### src/rtl/frame_loader_pkg.sv
// Shared frame geometry for the frame loader and the 4x4 convolution stage.
// Also holds the per-bank fill state and a row/col to linear pixel index helper.
package frame_loader_pkg;

  localparam int unsigned PIX_W   = 5;
  localparam int unsigned ROWS    = 4;
  localparam int unsigned COLS    = 4;
  localparam int unsigned NPIX    = ROWS * COLS;
  localparam int unsigned CNT_W   = 8;
  localparam int unsigned IDX_W   = $clog2(NPIX);
  localparam int unsigned ROW_W   = $clog2(ROWS);
  localparam int unsigned COL_W   = $clog2(COLS);
  localparam int unsigned FRAME_W = NPIX * PIX_W;

  // A bank is either accepting pixels or holding a complete frame for the consumer.
  typedef enum logic {
    BANK_FILLING = 1'b0,
    BANK_FULL    = 1'b1
  } bank_state_e;

  // Row-major linear pixel index; also used for window indexing downstream.
  function automatic logic [IDX_W-1:0] frame_index(input logic [ROW_W-1:0] row,
                                                   input logic [COL_W-1:0] col);
    return IDX_W'(IDX_W'(row) * IDX_W'(COLS) + IDX_W'(col));
  endfunction

endpackage

### src/rtl/frame_loader_bank.sv
// One NPIX-deep pixel register bank: single indexed write port, flattened read port.
// Contents are intentionally not reset; validity is tracked by the owner's full flag.
module frame_bank
  import frame_loader_pkg::*;
(
  input  logic               clk,
  input  logic               we,
  input  logic [IDX_W-1:0]   widx,
  input  logic [PIX_W-1:0]   wdata,
  output logic [FRAME_W-1:0] rdata
);

  logic [PIX_W-1:0] mem [NPIX];

  always_ff @(posedge clk) begin
    if (we) begin
      mem[widx] <= wdata;
    end
  end

  // Pixel i lands at bits [i*PIX_W +: PIX_W].
  always_comb begin
    rdata = '0;
    for (int i = 0; i < int'(NPIX); i++) begin
      rdata[i*PIX_W +: PIX_W] = mem[i];
    end
  end

endmodule

### src/rtl/frame_loader.sv
// Ping-pong frame assembler: serial pixels in, one flattened 4x4 frame per hand-off out.
// Bank control is a per-bank fill state plus a shared write position.
module frame_loader
  import frame_loader_pkg::*;
(
  input  logic               clk,
  input  logic               rst,
  input  logic [PIX_W-1:0]   pix_in,
  input  logic               pix_sof,
  input  logic               pix_valid,
  output logic               pix_ready,
  output logic [FRAME_W-1:0] frame_data,
  output logic               frame_valid,
  input  logic               frame_ready,
  output logic               frame_abort,
  output logic [CNT_W-1:0]   frame_count
);

  bank_state_e        full_q [2];
  bank_state_e        full_d [2];
  logic               wr_ptr_q, wr_ptr_d;
  logic               rd_ptr_q, rd_ptr_d;
  logic [IDX_W-1:0]   pix_idx_q, pix_idx_d;
  logic               abort_q, abort_d;
  logic [CNT_W-1:0]   count_q, count_d;

  logic               accept_c;
  logic               handoff_c;
  logic [IDX_W-1:0]   wr_idx_c;
  logic [FRAME_W-1:0] rdata0, rdata1;
  logic               we0_c, we1_c;

  // Ready depends on registered state only, never on frame_ready.
  assign pix_ready   = !rst && (full_q[wr_ptr_q] == BANK_FILLING);
  assign frame_valid = (full_q[rd_ptr_q] == BANK_FULL);
  assign frame_data  = rd_ptr_q ? rdata1 : rdata0;
  assign frame_abort = abort_q;
  assign frame_count = count_q;

  assign accept_c  = pix_valid && pix_ready;
  assign handoff_c = frame_valid && frame_ready;
  assign wr_idx_c  = pix_sof ? '0 : pix_idx_q;
  assign we0_c     = accept_c && !wr_ptr_q;
  assign we1_c     = accept_c &&  wr_ptr_q;

  frame_bank u_bank0 (
    .clk   (clk),
    .we    (we0_c),
    .widx  (wr_idx_c),
    .wdata (pix_in),
    .rdata (rdata0)
  );

  frame_bank u_bank1 (
    .clk   (clk),
    .we    (we1_c),
    .widx  (wr_idx_c),
    .wdata (pix_in),
    .rdata (rdata1)
  );

  always_ff @(posedge clk or posedge rst) begin
    if (rst) begin
      full_q[0] <= BANK_FILLING;
      full_q[1] <= BANK_FILLING;
      wr_ptr_q  <= 1'b0;
      rd_ptr_q  <= 1'b0;
      pix_idx_q <= '0;
      abort_q   <= 1'b0;
      count_q   <= '0;
    end else begin
      full_q[0] <= full_d[0];
      full_q[1] <= full_d[1];
      wr_ptr_q  <= wr_ptr_d;
      rd_ptr_q  <= rd_ptr_d;
      pix_idx_q <= pix_idx_d;
      abort_q   <= abort_d;
      count_q   <= count_d;
    end
  end

  // Completion and hand-off can share an edge: completion needs a filling bank and
  // hand-off needs a full one, so they always touch different flags.
  always_comb begin
    full_d[0] = full_q[0];
    full_d[1] = full_q[1];
    wr_ptr_d  = wr_ptr_q;
    rd_ptr_d  = rd_ptr_q;
    pix_idx_d = pix_idx_q;
    abort_d   = 1'b0;
    count_d   = count_q;

    if (accept_c) begin
      abort_d = pix_sof && (pix_idx_q != '0);
      if (wr_idx_c == IDX_W'(NPIX - 1)) begin
        full_d[wr_ptr_q] = BANK_FULL;
        wr_ptr_d         = !wr_ptr_q;
        pix_idx_d        = '0;
      end else begin
        pix_idx_d = wr_idx_c + IDX_W'(1);
      end
    end

    if (handoff_c) begin
      full_d[rd_ptr_q] = BANK_FILLING;
      rd_ptr_d         = !rd_ptr_q;
      count_d          = count_q + CNT_W'(1);
    end
  end

endmodule

### config.mk
export PLATFORM = sky130hd
export DESIGN_NAME = frame_loader
export DESIGN_NICKNAME = d
export VERILOG_FILES = /design/src/rtl/frame_loader_pkg.sv /design/src/rtl/frame_loader_bank.sv /design/src/rtl/frame_loader.sv
export SDC_FILE = /design/constraint.sdc
export NUM_CORES = 1
export LEC_CHECK = 0
export BUFFER_PORTS_ARGS = -buffer_cell sky130_fd_sc_hd__buf_4
export CORE_MARGIN = 2
export CORE_UTILIZATION = 60
export CTS_CLUSTER_DIAMETER = 40
export CTS_CLUSTER_SIZE = 28
export DETAILED_ROUTE_END_ITERATION = 10
export PLACE_DENSITY = 0.84
export SLEW_MARGIN = 40
export SYNTH_ARGS = -nofsm -noshare
export SYNTH_HDL_FRONTEND = slang
export SYNTH_SLANG_ARGS = --single-unit
### constraint.sdc
create_clock -name clk -period 4.3 [get_ports clk]
set_clock_uncertainty 0.15 [all_clocks]
set_input_delay 0.86 -clock clk [delete_from_list [all_inputs] [get_ports clk]]
set_output_delay 0.86 -clock clk [all_outputs]
set_load 0.01 [all_outputs]
==> flow_summary.yaml <==
critical_path:
  crit_chain: "buf_12 > buf_4 > mux2_2 > buf_4"
  regToRegEndpoint: "u_bank0.mem[15][4]"
  crit_arrival_ns: 2.09
  critPathLaunchType: "flop"
  path_common_cell: "buf_4"
  crit_path_max_fanout: 44
  rrSetupSlack_ns: 1.89
  max_stage_delay_ns: 0.60
  reg2reg_from: "pix_idx_q[1]"
  required_ns: 3.29
  endpoint_kind: "output pin"
  path_class: "reg2out"
  critical-path-slowest-cell: "dfrtp_4"
  reg2regPathDepth: 4
clock_tree:
  cts.clk_slew.worst_paths_ns: 0.07
  cts_repair_resize_count: 0
  numCtsBuffers: 17
  clockRootBuffer: "clkbuf_16"
  clockBufferDepth: 2
  clock_sinks: 177
  clk_latency_ns: 0.42
  post_cts_buffers: 0
  htree_levels: 4
  cts_tree: "yes"
  cts_hold_buffers: 0
floorplanning:
  die_h_um: 111
  die-area_mm2: 0.0123
  start_util_pct: 61.0
  die_x_um: 111
  core_area_mm2: 0.0113
  io_pins: 101
  num_rows: 39
pwr:
  ir_drop_v: 0.000250
  p_leak_nw: 2.98
  p_per_area_mw_per_mm2: 424
timing:
  slew_viol_final: 0
  setup_viol: 0
  worst_slew_pin_slew_ns: 0.755
  max_slew_margin_pct: 49.2
  final_hold_viol_count: 0
  fin_crit_sh_pct: 72.0
  fin_tns_setup_ns: 0
  period_minus_slack_ns: 3.10
  fmax_mhz: 323
  hold_ws_ns: 0.345
  rsz0062_at_grt: "false"
placed_design:
  port_buffers: 100
  gp_congestion: 0.853
  dpl.hpwl_mm: 8.27
  dp_cells: 613
global_route:
  grt-ovfl-total: 0
  antenna_found_initial: 0
  grt_usage_pct: 22.8
  grt_max_degree: 64
  grt_pass1_wl_mm: 20.9
  grt_pass1_vias: 3785
synth:
  synthXorXnorAreaFrac_pct: 0.892
  synthSimpleGateAreaFrac_pct: 5.41
  synth_top_family_by_area: "multiplexers"
  synth_fp_nets: 396
  synthMuxAreaShare_pct: 14.0
  synth_warnings: 0
  ys_seq_area_share_pct: 76.1
  syn_avg_cell_area_um2: 18.0
  ys_ff_latch: 177
  synth_area_mm2: 0.00687
  synth_compound_gate_area_share_pct: 1.33
  synth_cell_type_count: 35
  syn_inst: 381
  synth_adder_area_share_pct: 0.911
detailed_routing:
  drc: 0
  wl_per_cell_um: 20.9
  wirelength_mm: 13.5
  avgViaCountPerCell: 5.73
  drtIter0Drc: 261
  firstDrtPassIters: 4
  vias: 3700
  ant_nets: 0
finish:
  diodes: 0
  fill_cells: 684
  nets: 505
  syn_to_final_growth_pct: 21.3
  drive_gt1_share_pct: 44.9
  final_common_cell: "edfxtp_1"
  fin_cells: 646
  final_cell_mix: "160 x edfxtp_1, 102 x buf_4, 83 x mux2_2"
run:
  maxCapViolCount: 0
run_status:
  status: "completed"
hold_path:
  min_from: "frame_count[6]"
  hold_path_depth: 1
  worstHoldEndpoint: "frame_count[6]"
  hp-class: "reg2reg"
state kept, by name (all words and copies together) (netlist names):
name and cells:
frame_abort 1, frame_count 8, full_q 2, pix_idx_q 4, rd_ptr_q 1, u_bank0.mem 80
u_bank1.mem 80, wr_ptr_q 1
power breakdown:
group          switching (mW)  internal (mW)  total (mW)
registers              0.0306           1.91        1.94
logic                   0.110         0.0489       0.159
clock network           0.635          0.802        1.44
logic make-up (layout without fill, tap and decap cells):
group | Yosys count | after routing
compound gates | 12 | 12
xor+xnor | 7 | 7
fa+ha+maj | 5 | 5
buf+inv | 20 | 142
flops | 177 | 177
mux | 85 | 85
simple gates | 75 | 75
synth_stat cells, drive strengths merged:
library cell / number / area (µm²)
a21o: 1 / 7.51
a21oi: 2 / 10.0
a31oi: 1 / 6.26
and3: 1 / 6.26
buf: 13 / 67.6
dfrtp: 17 / 425
edfxtp: 160 / 4800
ha: 5 / 62.6
inv: 7 / 26.3
mux2: 84 / 950
mux2i: 1 / 10.0
nand2: 6 / 22.5
nand2b: 3 / 26.3
nand3: 14 / 70.1
nand3b: 2 / 18.8
nor2: 36 / 135
nor2b: 5 / 31.3
nor3: 2 / 10.0
nor3b: 1 / 7.51
nor4: 4 / 37.5
o21ai: 2 / 10.0
o21bai: 1 / 7.51
o311ai: 2 / 25.0
o31ai: 1 / 7.51
o41ai: 2 / 17.5
or3: 1 / 6.26
xnor2: 3 / 26.3
xor2: 4 / 35.0
worst max-delay path, delay by kind of cell, from the launching register on:
family / cells / cell delay [ns]
buf+inv: 3 / 0.68
flops: 1 / 0.60
mux: 1 / 0.37
worst max-delay path by stage:
stage / startpoint / to / slack [ns] / cells after the start
global placement: pix_sof / u_bank1.mem[15][0] / 1.43 / 5
global route: rd_ptr_q / frame_data[12] / 1.10 / 4
finish: rd_ptr_q / frame_data[12] / 1.20 / 4
CTS: rd_ptr_q / frame_data[60] / 0.97 / 3
detailed placement: pix_sof / u_bank1.mem[15][3] / 1.30 / 5
floorplan: pix_sof / u_bank1.mem[15][0] / 1.70 / 4
per-layer routing:
| metal | vias to the layer above | global-route usage [%] | wire length, µm |
|---|---|---|---|
| met4 | 0 | 7.83 | 213 |
| li1 | 1669 | - | - |
| met1 | 1864 | 29.6 | 5460 |
| met3 | 16 | 6.12 | 842 |
| met2 | 151 | 37.7 | 6990 |
| met5 | - | 0 | 0 |
through the flow:
step	instance area, µm²	utilization [%]	setup slack, ns	power (mW)
2_1_floorplan	6870	-	1.70	2.06
3_3_place_gp	7750	68.8	1.43	2.12
5_1_grt	8340	74.0	1.10	3.65
4_1_cts	8310	73.7	0.971	3.55
6_report	8340	74.0	1.20	3.53
3_5_place_dp	7750	68.8	1.30	2.13
layout make-up:
type	count	area, µm²	area share (%)
clock inverters	15	134	1.61
repair buffers	103	786	9.43
inverters	7	26.3	0.315
well taps	143	179	2.15
clock buffers	17	425	5.10
flip-flops and latches	177	5230	62.8
multi-input cells	184	1550	18.6
(Power assumes the default switching activity.)
